<file path="config.mk">
export PLATFORM = sky130hd
export DESIGN_NAME = uart_sram_cmd
export DESIGN_NICKNAME = d
export VERILOG_FILES = /design/src/rtl/uart_sram_cmd_pkg.sv /design/src/rtl/cmd_timeout_counter.sv /design/src/rtl/uart_sram_cmd.sv
export SDC_FILE = /design/constraint.sdc
export NUM_CORES = 1
export LEC_CHECK = 0
export BUFFER_PORTS_ARGS = -buffer_cell sky130_fd_sc_hd__buf_4
export CORE_AREA = 2 2 62 64
export CTS_BUF_LIST = sky130_fd_sc_hd__clkbuf_16
export DETAILED_ROUTE_END_ITERATION = 8
export DIE_AREA = 0 0 64 66
export GPL_ROUTABILITY_DRIVEN = 1
export PLACE_DENSITY = 0.8
export SKIP_CTS_REPAIR_TIMING = 1
export SYNTH_ARGS = -nofsm -noshare
export SYNTH_HDL_FRONTEND = slang
export SYNTH_SLANG_ARGS = --single-unit
</file>
<file path="constraint.sdc">
create_clock -name clk -period 3.3 [get_ports clk]
set_input_delay 0.495 -clock clk [delete_from_list [all_inputs] [get_ports clk]]
set_output_delay 0.495 -clock clk [all_outputs]
set_load 0.01 [all_outputs]
</file>
<file path="src/rtl/uart_sram_cmd_pkg.sv">
// Shared definitions for the UART-to-SRAM command parser: FSM state
// encoding, default opcodes and the default inter-byte timeout.
package uart_sram_cmd_pkg;

  localparam logic [7:0] OP_WRITE_DEF       = 8'h57;  // 'W'
  localparam logic [7:0] OP_READ_DEF        = 8'h52;  // 'R'
  localparam int         TIMEOUT_CYCLES_DEF = 1_200_000;

  typedef enum logic [2:0] {
    ST_IDLE    = 3'd0,
    ST_ADR2    = 3'd1,
    ST_ADR1    = 3'd2,
    ST_ADR0    = 3'd3,
    ST_DATA    = 3'd4,
    ST_WAIT_WR = 3'd5,
    ST_WAIT_RD = 3'd6
  } state_e;

  // True while a frame is being assembled (bytes still expected).
  function automatic logic in_frame(state_e s);
    return s inside {ST_ADR2, ST_ADR1, ST_ADR0, ST_DATA};
  endfunction

endpackage

</file>
<file path="src/rtl/cmd_timeout_counter.sv">
// Inter-byte timeout counter for uart_sram_cmd. Only compiled when
// CMD_TIMEOUT_EN is defined, so the default build carries no dead module.
`ifdef CMD_TIMEOUT_EN
module cmd_timeout_counter #(
  parameter int CYCLES = 1_200_000
) (
  input  logic clk,
  input  logic rst_n,
  input  logic clear,
  input  logic run,
  output logic expired
);

  localparam int W = $clog2(CYCLES);

  logic [W-1:0] cnt_q;

  assign expired = run && (cnt_q == W'(CYCLES - 1));

  // Count while running, hold otherwise; clear has priority.
  always_ff @(posedge clk or negedge rst_n) begin
    if (!rst_n) begin
      cnt_q <= '0;
    end else if (clear) begin
      cnt_q <= '0;
    end else if (run) begin
      cnt_q <= cnt_q + 1'b1;
    end
  end

endmodule
`endif

</file>
<file path="src/rtl/uart_sram_cmd.sv">
// Command parser between uart_rx and sram_23lc1024.
// Frames: opcode, A2, A1, A0 (MSB first), then D for writes only.
// Optional feature macro: CMD_TIMEOUT_EN (inter-byte timeout aborts a
// partial frame back to IDLE with an error pulse).
//
// Handshake: rx_received is a one-cycle valid strobe with no ready/backpressure;
// a byte arriving while a transaction is outstanding is dropped and flagged
// as an overrun. sram_wr_en/sram_rd_en are one-cycle request strobes, and
// sram_completed is the one-cycle acknowledge that ends the transaction.
module uart_sram_cmd
  import uart_sram_cmd_pkg::*;
#(
  parameter logic [7:0] OP_WRITE       = OP_WRITE_DEF,
  parameter logic [7:0] OP_READ        = OP_READ_DEF,
  parameter int         TIMEOUT_CYCLES = TIMEOUT_CYCLES_DEF
) (
  input  logic        clk,
  input  logic        rst_n,
  input  logic [7:0]  rx_data,
  input  logic        rx_received,
  output logic        sram_wr_en,
  output logic        sram_rd_en,
  output logic [23:0] sram_address,
  output logic [7:0]  sram_wdata,
  input  logic [7:0]  sram_rdata,
  input  logic        sram_completed,
  output logic [7:0]  result_data,
  output logic        result_valid,
  output logic        busy,
  output logic        error
);

  state_e      state_q, state_d;
  logic        is_read_q, is_read_d;
  logic [16:0] addr_q, addr_d;
  logic [7:0]  wdata_q, wdata_d;
  logic [7:0]  result_q, result_d;
  logic        wr_en_q, wr_en_d;
  logic        rd_en_q, rd_en_d;
  logic        err_q, err_d;
  logic        rv_q, rv_d;
  logic        tmo_expired;

`ifdef CMD_TIMEOUT_EN
  logic tmo_clear;
  logic tmo_run;

  // Restart the window on each frame byte, and after an expiry so the next
  // frame starts from zero.
  assign tmo_run   = in_frame(state_q);
  assign tmo_clear = tmo_run && (rx_received || tmo_expired);

  cmd_timeout_counter #(
    .CYCLES (TIMEOUT_CYCLES)
  ) u_timeout (
    .clk     (clk),
    .rst_n   (rst_n),
    .clear   (tmo_clear),
    .run     (tmo_run),
    .expired (tmo_expired)
  );
`else
  logic unused_timeout_cfg;

  // No timeout: a partial frame waits indefinitely.
  assign tmo_expired        = 1'b0;
  assign unused_timeout_cfg = ^TIMEOUT_CYCLES;
`endif

  // State and datapath registers; everything returns to zero / IDLE on reset.
  always_ff @(posedge clk or negedge rst_n) begin
    if (!rst_n) begin
      state_q   <= ST_IDLE;
      is_read_q <= 1'b0;
      addr_q    <= '0;
      wdata_q   <= '0;
      result_q  <= '0;
      wr_en_q   <= 1'b0;
      rd_en_q   <= 1'b0;
      err_q     <= 1'b0;
      rv_q      <= 1'b0;
    end else begin
      state_q   <= state_d;
      is_read_q <= is_read_d;
      addr_q    <= addr_d;
      wdata_q   <= wdata_d;
      result_q  <= result_d;
      wr_en_q   <= wr_en_d;
      rd_en_q   <= rd_en_d;
      err_q     <= err_d;
      rv_q      <= rv_d;
    end
  end

  // Frame parser: next state, latched fields and one-cycle pulses.
  always_comb begin
    state_d   = state_q;
    is_read_d = is_read_q;
    addr_d    = addr_q;
    wdata_d   = wdata_q;
    result_d  = result_q;
    wr_en_d   = 1'b0;
    rd_en_d   = 1'b0;
    err_d     = 1'b0;
    rv_d      = 1'b0;

    case (state_q)
      ST_IDLE: begin
        if (rx_received) begin
          if (rx_data == OP_WRITE) begin
            state_d   = ST_ADR2;
            is_read_d = 1'b0;
          end else if (rx_data == OP_READ) begin
            state_d   = ST_ADR2;
            is_read_d = 1'b1;
          end else begin
            err_d = 1'b1;
          end
        end
      end
      ST_ADR2: begin
        if (rx_received) begin
          // Only bit 0 of A2 addresses the 128 KiB part.
          addr_d[16] = rx_data[0];
          state_d    = ST_ADR1;
        end
      end
      ST_ADR1: begin
        if (rx_received) begin
          addr_d[15:8] = rx_data;
          state_d      = ST_ADR0;
        end
      end
      ST_ADR0: begin
        if (rx_received) begin
          addr_d[7:0] = rx_data;
          if (is_read_q) begin
            rd_en_d = 1'b1;
            state_d = ST_WAIT_RD;
          end else begin
            state_d = ST_DATA;
          end
        end
      end
      ST_DATA: begin
        if (rx_received) begin
          wdata_d = rx_data;
          wr_en_d = 1'b1;
          state_d = ST_WAIT_WR;
        end
      end
      ST_WAIT_WR: begin
        err_d = rx_received;
        if (sram_completed) begin
          state_d = ST_IDLE;
        end
      end
      ST_WAIT_RD: begin
        err_d = rx_received;
        if (sram_completed) begin
          result_d = sram_rdata;
          rv_d     = 1'b1;
          state_d  = ST_IDLE;
        end
      end
      default: state_d = ST_IDLE;
    endcase

    // A byte arriving in the same cycle as expiry keeps the frame alive.
    if (in_frame(state_q) && !rx_received && tmo_expired) begin
      state_d = ST_IDLE;
      err_d   = 1'b1;
    end
  end

  assign sram_wr_en   = wr_en_q;
  assign sram_rd_en   = rd_en_q;
  assign sram_address = {7'b0, addr_q};
  assign sram_wdata   = wdata_q;
  assign result_data  = result_q;
  assign result_valid = rv_q;
  assign busy         = (state_q != ST_IDLE);
  assign error        = err_q;

endmodule

</file>
======== Word-level counts from Yosys, hierarchy flattened ========
Cells that the tools add are included.
storage, ports and cells
  input bits .............................. 20
  bits in registers ....................... 41
cells by class
  reduce and logical (&&, ||, !) cells .... 11
  equal/unequal tests ..................... 15
  mux-type cells .......................... 23
operators with widths
  cell                                           count
  two-way mux 3 bit                              8
  one-hot mux 3 bit (6 select lines)             1
  == test 8 x 7 -> 1 bit, second input constant  2
  two-way mux 1 bit                              12
  != test 2 bit, second input constant           5
  AND reduction 2 bit                            5
  == test 3 bit, second input constant           3
  AND reduction 7 bit                            1
  == test 3 x 2 -> 1 bit, second input constant  2
  == test 3 x 1 -> 1 bit, second input constant  1
  zero test 3 bit                                1
  != test 3 bit, second input constant           1
  AND reduction 3 bit                            1
  nonzero test 3 bit                             1
  two-way mux 2 bit                              1
  != test 2 x 1 -> 1 bit, second input constant  1
  one-hot mux 1 bit (2 select lines)             1
  nonzero test 2 bit                             1
  OR reduction 2 bit                             1

======== Depth between registers and ports, before layout ========
  word-level depth ........................ 5
  gate-level depth with buffers ........... 5
  gate-level depth less buffers ........... 3

======== Worst setup path after synthesis ========
OpenSTA, ideal clock, no wires.
  path kind ............................... input -> register
  start ................................... input port rx_received
  end ..................................... register addr_q[10]
  arrival time ............................ 1.378 ns
  setup slack ............................. 1.797 ns
  data required time ...................... 3.175 ns
  cell stages on the path ................. 4
  cell sequence ........................... buf_2 -> nand2_1 -> nor3_4 -> mux2_2
between the ends
  word-level cells in the longest chain between the ends .. 1
RTL lines
  item                                  RTL line             source
  from (decl)                           uart_sram_cmd.sv:20  input logic rx_received,
  AND reduction 2 bit (no source line)  --
  to (signal assigned)                  uart_sram_cmd.sv:85  addr_q <= addr_d;
  to (decl)                             uart_sram_cmd.sv:35  logic [16:0] addr_q, addr_d;
No other way between the ends.
A chain may end at the register's enable or synchronous reset.

======== Worst setup path in the final report ========
  start ................................... register state_q[2]
  end ..................................... output port busy
between the ends
  word-level cells in the longest chain between the ends .. 1
RTL lines
  item                    RTL line              source
  from (decl)             uart_sram_cmd.sv:33   state_e state_q, state_d;
  from (signal assigned)  uart_sram_cmd.sv:83   state_q <= state_d;
  nonzero test 3 bit      uart_sram_cmd.sv:182  assign busy = (state_q != ST_IDLE);
  to (decl)               uart_sram_cmd.sv:29   output logic busy,
No other way between the ends.

==> results.yml <==
status:
  status: "finished clean"
layout:
  final_common_cell: "buf_4"
  areaGrowthSynthToFinish_pct: 33.1
  nets: 201
  layout_common_cells: "57 x buf_4, 41 x dfrtp_1, 33 x mux2_2"
  final_area_um2: 2340
  instances_no_fill: 229
  antenna_cells: 0
  drive_gt1_frac: 0.558
synthesis:
  yosys_warnings: 0
  synth_area_um2: 1760
  seq_area_frac_synth: 0.583
  synth-seq-cells: 41
  syn_avg_cell_area_um2: 14.2
  synth_cells: 124
  synth_cell_types: 30
timing:
  final.setup.tns_ns: 0
  finalSetupViolCount: 0
  holdWs_ns: 0.184
  post-route-period-util: 0.590
  skew_ns: 0.00351
  rsz0062_at_grt: "false"
  period_needed_ns: 1.95
  maxClockFrequency_mhz: 513
  slew_headroom: 0.587
  hold_viol: 0
  worstMarginPinSlew_ns: 0.616
  slew_violations: 0
pwr:
  p_leak_nw: 1.15
  ir_worst_vdd_mv: 0.469
  p_per_area_nw_per_um2: 965
  power.total_mw: 2.26
clock_tree:
  insertion_delay_ns: 0.28
  cts_tree: "yes"
  root_buffer: "clkbuf_16"
  clockBufferDepth: 2
  ctsHtreeMaxLevel: 2
  cts.sinks: 41
  clk_pin_slew_ns: 0.06
  numCtsBuffers: 5
setup_path:
  cp.required_ns: 2.80
  crit_fanout: 12
  crit_type: "register to primary output"
  worstSetupEndpointType: "primary output"
  startpoint_type: "register"
  worstPathArrival_ns: 1.45
worst_hold_path:
  hp-class: "input pin to asynchronous set/reset pin"
drt:
  drtAntennaViolNets: 0
  wl_per_cell_um: 15.3
  vias: 1183
  drtIter0Drc: 16
  drtPass1Iterations: 4
  drc: 0
  drt-total-wl_um: 3500
  drt-vias-per-instance: 5.17
placed_design:
  place_congestion: 0.739
  dp_cells: 222
  placed_area_um2: 2180
  place_hpwl_um: 2540
  numPortBuffers: 57
grt:
  track_usage: 0.178
  antenna_found_initial: 0
  grt_max_degree: 42
  grt-ovfl-total: 0
  first_global_vias: 1208
  grt_pass1_wl_um: 5660
floorplanning:
  die_y_um: 66
  fp.coreArea_um2: 3550
  start_util: 0.495
  rows: 22
  chipWidth_um: 64
  dieArea_um2: 4220
  pin_count: 65
flow_run:
  cap_violations: 0
power by group:
part | leakage (nW) | internal, mW | switching (mW) | total (mW)
combinational | 0.559 | 0.497 | 0.329 | 0.826
sequential | 0.511 | 0.725 | 0.179 | 0.903
clock | 0.0797 | 0.351 | 0.181 | 0.531
final timing paths:
check                      slack [ns]  cells past startpoint              startpoint                          to
max                              1.35                      2  state_q[2]$_DFFE_PN0P_                        busy
min                              0.18                      1                   rst_n      state_q[1]$_DFFE_PN0P_
max reg2reg                      1.45                      2  state_q[0]$_DFFE_PN0P_       addr_q[3]$_DFFE_PN0P_
min reg2reg                      0.49                      2   addr_q[2]$_DFFE_PN0P_       addr_q[2]$_DFFE_PN0P_
max in group asynchronous        2.77                      1                   rst_n       addr_q[4]$_DFFE_PN0P_
min in group clk                 0.44                      2           sram_rdata[4]  result_data[4]$_DFFE_PN0P_
sequential cells by signal (all words and copies together) (netlist names):
name	count
addr_q	17
result_data	8
sram_wdata	8
state_q	3
error	1
is_read_q	1
result_valid	1
sram_rd_en	1
sram_wr_en	1
logic make-up (layout without fill, tap and decap cells):
kind of cell / after synthesis / after routing / synth area share
AOI/OAI and AO/OA: 12 / 12 / 0.0477
xor gates and xnor gates: 2 / 2 / 0.00996
buffers and inverters: 16 / 67 / 0.0562
DFF: 41 / 41 / 0.583
muxes: 33 / 33 / 0.211
other: 1 / 7 / 0.00213
and+or+nand+nor: 19 / 19 / 0.0896
through the flow:
stage | worst slack [ns] | util
global route | 1.29 | 0.660
floorplan | 1.80 | -
CTS | 1.36 | 0.660
global placement | 1.51 | 0.615
finish | 1.35 | 0.660
detailed placement | 1.43 | 0.615
Yosys cell counts:
master | count | area (µm²)
a21oi_1 | 3 | 15.0
a22oi_1 | 1 | 7.51
a32o_1 | 1 | 10.0
a41o_1 | 2 | 20.0
a41oi_1 | 1 | 8.76
and3_1 | 1 | 6.26
and4bb_1 | 1 | 12.5
and4bb_2 | 1 | 12.5
buf_2 | 4 | 20.0
buf_4 | 9 | 67.6
conb_1 | 1 | 3.75
dfrtp_1 | 41 | 1030
inv_1 | 3 | 11.3
mux2_2 | 33 | 372
nand2_1 | 3 | 11.3
nand3_1 | 1 | 5.00
nand4b_1 | 1 | 8.76
nand4b_4 | 1 | 23.8
nor2_1 | 3 | 11.3
nor2b_1 | 1 | 6.26
nor3_1 | 1 | 5.00
nor3_4 | 1 | 16.3
nor3b_1 | 1 | 7.51
nor4b_2 | 1 | 15.0
nor4bb_1 | 1 | 10.0
o21a_1 | 1 | 7.51
o21ai_0 | 3 | 15.0
or3_1 | 1 | 6.26
xnor2_1 | 1 | 8.76
xor2_1 | 1 | 8.76
layer usage:
| layer | vias to the layer above | routed length, µm | part of all wire | track usage |
|---|---|---|---|---|
| met1 | 605 | 1400 | 0.40 | 0.229 |
| met3 | 7 | 173 | 0.049 | 0.0579 |
| li1 | 540 | - | - | - |
| met2 | 31 | 1870 | 0.53 | 0.279 |
| met5 | - | 0 | 0 | 0 |
| met4 | 0 | 52 | 0.015 | 0.0679 |
worst max-delay path, cell delays in order (launching register included):
cell     delay, ns
dfrtp_1       0.54
or3_1         0.47
buf_4         0.16
layout make-up:
| cell class | instances | area [µm²] |
|---|---|---|
| multi-input combinational | 73 | 657 |
| clock buffer | 5 | 125 |
| timing repair buffer | 57 | 428 |
| inverter | 3 | 11.3 |
| tap | 48 | 60.1 |
| clock inverter | 2 | 35.0 |
| sequential | 41 | 1030 |
| fill | 270 | 1210 |
Power figures use the tool's default switching activity.
